`src/rtl/param_circular_q.sv`:
```
// rtl/param_circular_q.sv - parameterised circular FIFO with show-ahead peek, registered output and bypass
module param_circular_q #(
    parameter int WIDTH       = 32,
    parameter int DEPTH       = 8,
    parameter int AFULL_LEVEL = DEPTH - 1
) (
    input  logic                       clk,
    input  logic                       rst,
    input  logic                       flush,
    input  logic                       enq,
    input  logic [WIDTH-1:0]           in,
    input  logic                       deq,
    output logic [WIDTH-1:0]           out,
    output logic                       ready,
    output logic [WIDTH-1:0]           peek,
    output logic                       peek_valid,
    output logic                       empty,
    output logic                       full,
    output logic                       almost_full,
    output logic [$clog2(DEPTH):0]     count,
    output logic                       overflow,
    output logic                       underflow
);
    localparam int AW = $clog2(DEPTH);
    localparam int CW = AW + 1;
    localparam logic [CW-1:0] FULL_C  = CW'(DEPTH);
    localparam logic [CW-1:0] AFULL_C = CW'(AFULL_LEVEL);

    logic [WIDTH-1:0] arr [DEPTH];
    logic [AW-1:0]    front;
    logic [AW-1:0]    rear;

    logic deq_ok;
    logic enq_ok;
    logic bypass;
    logic ovf_set;
    logic unf_set;

    assign empty       = (count == '0);
    assign full        = (count == FULL_C);
    assign almost_full = (count >= AFULL_C);
    assign peek_valid  = ~empty;
    assign peek        = arr[front];

    // Bypass only exists on an empty queue, where it must not touch pointers or count.
    assign bypass  = empty & enq & deq & ~flush;
    assign deq_ok  = deq & ~empty & ~flush;
    assign enq_ok  = enq & ~flush & ~bypass & (~full | deq_ok);
    assign ovf_set = enq & ~flush & full & ~deq_ok;
    assign unf_set = deq & ~flush & empty & ~enq;

    always_ff @(posedge clk) begin
        if (enq_ok) begin
            arr[rear] <= in;
        end
    end

    always_ff @(posedge clk or posedge rst) begin
        if (rst) begin
            front     <= '0;
            rear      <= '0;
            count     <= '0;
            out       <= '0;
            ready     <= 1'b0;
            overflow  <= 1'b0;
            underflow <= 1'b0;
        end else if (flush) begin
            front     <= '0;
            rear      <= '0;
            count     <= '0;
            ready     <= 1'b0;
            overflow  <= 1'b0;
            underflow <= 1'b0;
        end else begin
            ready     <= deq_ok | bypass;
            overflow  <= ovf_set;
            underflow <= unf_set;
            if (deq_ok) begin
                out   <= arr[front];
                front <= front + 1'b1;
            end else if (bypass) begin
                out <= in;
            end
            if (enq_ok) begin
                rear <= rear + 1'b1;
            end
            case ({enq_ok, deq_ok})
                2'b10:   count <= count + 1'b1;
                2'b01:   count <= count - 1'b1;
                default: count <= count;
            endcase
        end
    end
endmodule
```
`config.mk`:
```
export PLATFORM = sky130hd
export DESIGN_NAME = param_circular_q
export DESIGN_NICKNAME = d
export VERILOG_FILES = /design/src/rtl/param_circular_q.sv
export SDC_FILE = /design/constraint.sdc
export NUM_CORES = 1
export LEC_CHECK = 0
export BUFFER_PORTS_ARGS = -buffer_cell sky130_fd_sc_hd__buf_2
export CORE_MARGIN = 2
export CORE_UTILIZATION = 60
export CTS_BUF_LIST = sky130_fd_sc_hd__clkbuf_8
export DETAILED_ROUTE_END_ITERATION = 8
export HOLD_SLACK_MARGIN = 0.15
export PLACE_DENSITY = 0.81
export SKIP_LAST_GASP = 1
export SLEW_MARGIN = 30
export SYNTH_ARGS = -nofsm -noshare
export SYNTH_HDL_FRONTEND = slang
export SYNTH_SLANG_ARGS = --single-unit
```
`constraint.sdc`:
```
create_clock -name clk -period 5.1 [get_ports clk]
set_input_delay 0.51 -clock clk [delete_from_list [all_inputs] [get_ports clk]]
set_output_delay 0.51 -clock clk [all_outputs]
set_load 0.1 [all_outputs]
```
==> metrics.cfg <==
[routing]
final_antenna_net_count = 0
drt_iter0_drc = 541
drc = 0
post_drt_via_cell_ratio = 6.04
postRouteWirelength_um = 24700
number_of_vias_in_the_routed_layout = 6393
drt_pre_antenna_iters = 5
wire_per_inst_um = 23.3

[floorplan]
num_io_pins = 112
num_rows = 51
die_width_um = 144
placeable_core_region_um2 = 19400
die-height_um = 144
die_footprint_um2 = 20900
initial_core_util_pct = 61.0

[power_and_ir_drop]
peakVddDrop_uv = 565
swShare_pct = 44.4
report.power.total_mw = 7.89
p_leak_nw = 4.82
clock_power_share_pct = 23.2
p_int_mw = 4.38
seq_power_share_pct = 38.6
net-switching-power_mw = 3.50
power_density_normalized_to_cell_area_nw_per_um2 = 580
comb_power_share_pct = 38.2

[setup_path]
worst_reg2reg_path_length_in_cells = 9
critical_path_arrival_ps = 2870
crit_path_start_kind = flop
reg2reg_setup_slack_ps = 1950
setup.worst_path.class = reg2out
endpoint_required_time_on_the_critical_path_ps = 4590
path_cells = buf_16 > mux4_2 > mux2_2 > buf_2
worstSetupEndpointType = primary output
cp_slowest_cell = dfrtp_4
regToRegStartpoint = count[0]
crit_path_max_incr_delay_ps = 800
reg2reg_capture_point = count[3]
critical_path_peak_fanout = 32

[sta]
worstMarginPinSlew_ps = 764
final_min_period_over_clock_period_pct = 66.3
period_needed_ps = 3380
finalClockSkew_ps = 20.3
max-slew-margin-rel_pct = 49.0
fin_setup_tns_ps = 0
maxSlewViolCount = 0
maxClockFrequency_ghz = 0.296
worst_slack_ps = 1720
timing.final.setup_violations = 0
finalHoldViolCount = 0
grt_setup_unrepaired = no

[placed_design]
estimated_wirelength_of_the_detail_placed_design_um = 14600
dp_worst_setup_slack_ps = 1980
port_buffers = 111
gp_routability_congestion = 0.742

[clocking]
cts-root-to-sink-buffers = 3
clock_sinks = 301
cts_post_setup_buffers_inserted = 0
clk-insertion-delay-late_ps = 560
clkTransAtPathRegs_ps = 60
cts_resized = 0
clk_root_buffer_cell = clkbuf_8
cts_buffers = 47
tritoncts_clock_tree = done
ctsHtreeMaxLevel = 2

[global_routing]
grt_max_degree = 51
initial_antenna_violation_count = 0
wire_length_of_the_first_global_routing_pass_um = 37300
global_route.usage.total_pct = 24.5
globalRoute.totalOverflow = 0
grt_pass1_vias = 6548

[worst_hold_path]
min_delay_src = in[16]
class_of_the_worst_hold_path = in2reg
hold_path_end = arr[7][16]
hold_depth = 1

[yosys]
yosys_warnings = 0
netlist_area_before_placement_um2 = 11800
ys_dominant_reg_cell = edfxtp_1
async_flop_share_pct = 15.0
synth.yosys.seq_area_share_pct = 74.4
synth_enable_flop_cells = 256
syn-instance-count = 611
synth.lib_cells_used.distinct = 36
synth_fp_nets = 653
synth_area_per_cell_um2 = 19.4
synth.ff_latch_count = 301

[layout]
insertedDiodeCount = 0
synthToLayoutAreaGrowth_pct = 14.8
drive_above_1_share_pct = 37.9
fin_nets = 797
commonest_non_fill_non_tap_cells_in_the_layout = 256 x edfxtp_1, 111 x buf_2, 65 x mux4_2, 52 x clkbuf_8, 42 x dfrtp_1
final.fill_count = 1221
layout.cells.most_common = edfxtp_1

[job]
maxCapViolCount = 0

[outcome]
outcome = finished clean

state kept, by name, summed over array words and instances (netlist names):
name / cells
out: 32
front: 3
overflow: 1
rear: 3
underflow: 1
count: 4
ready: 1
arr: 256
power groups by stage:
stage	clock (mW)	sequential (mW)	combinational, mW
floorplan	0	3.95	1.66
global placement	0	3.10	2.93
detailed placement	0	3.09	3.01
CTS	1.86	3.04	3.02
global route	1.97	3.07	3.13
finish	1.83	3.05	3.01
per-stage QoR:
| step | std cells | cell area, um2 | hold WS, ps | utilization, % |
|---|---|---|---|---|
| after floorplan | 611 | 11800 | 521 | - |
| after global placement | 968 | 12700 | 458 | 65.3 |
| after detailed placement | 969 | 12700 | 470 | 65.4 |
| after CTS | 1058 | 13600 | 200 | 69.9 |
| after global routing | 1059 | 13600 | 219 | 70.1 |
| final | 1059 | 13600 | 236 | 70.1 |
worst max-delay path by stage:
| stage | from | end | slack, ps |
|---|---|---|---|
| floorplan | count[0] | arr[0][0] | 700 |
| global placement | front[1] | peek[30] | 1920 |
| detailed placement | flush | arr[5][24] | 1980 |
| CTS | front[1] | peek[8] | 1660 |
| global route | front[1] | peek[10] | 1580 |
| finish | front[1] | peek[8] | 1720 |
worst max-delay path, delay by kind of cell (launching register included):
| kind | cells | cell delay (ps) |
|---|---|---|
| buf+inv | 2 | 620 |
| flops | 1 | 800 |
| mux | 2 | 850 |
what timing repair did:
item / 4_1_cts / 5_1_grt
setup endpoints to repair: 0 / 0
endpoints found under the hold margin: 42 / 0
hold buffers: 1 / 0
cell usage after synthesis (2+ instances only):
| library cell | number | area, um2 |
|---|---|---|
| clkbuf_1 | 5 | 18.8 |
| nand3_1 | 2 | 10.0 |
| a21oi_1 | 5 | 25.0 |
| ha_1 | 4 | 50.1 |
| buf_2 | 15 | 75.1 |
| o21ai_1 | 33 | 165 |
| buf_6 | 11 | 124 |
| nor3b_1 | 2 | 15.0 |
| nor2_1 | 31 | 116 |
| mux2_2 | 35 | 394 |
| nor2b_1 | 2 | 12.5 |
| o22ai_1 | 15 | 93.8 |
| mux2i_1 | 2 | 20.0 |
| mux4_2 | 65 | 1460 |
| xor2_1 | 3 | 26.3 |
| nor3_1 | 3 | 15.0 |
| nand2b_1 | 8 | 50.1 |
| inv_1 | 2 | 7.51 |
| dfrtp_1 | 45 | 1130 |
| nand2_1 | 37 | 139 |
| edfxtp_1 | 256 | 7690 |
| o21ai_0 | 16 | 80.1 |
cell type report:
cell class                      count  area (um2)  area share [%]
Clock buffer                       52         716            5.26
Clock inverter                     36         148            1.09
Inverter                            3        11.3          0.0828
Multi-Input combinational cell    274        2840            20.9
Sequential cell                   301        8820            64.9
Tap cell                          265         332            2.44
Timing Repair Buffer              128         726            5.34
routing by layer:
metal | global-route usage, % | up-vias | wire length (um)
met5 | 0 | - | 0
met1 | 33.4 | 3305 | 9790
met3 | 4.90 | 51 | 1820
met2 | 40.7 | 303 | 12600
li1 | - | 2734 | -
met4 | 7.61 | 0 | 491
kinds of logic (layout without fill, tap and decap cells):
group	count (synthesis)	after routing	share of synthesized area, %
flops	301	301	74.4
xor+xnor	4	4	0.296
fa+ha+maj	5	5	0.592
compound gates	73	73	3.41
mux	102	102	15.9
simple gates	90	90	3.37
buf+inv	36	219	2.03
Power figures use the tool's default switching activity.
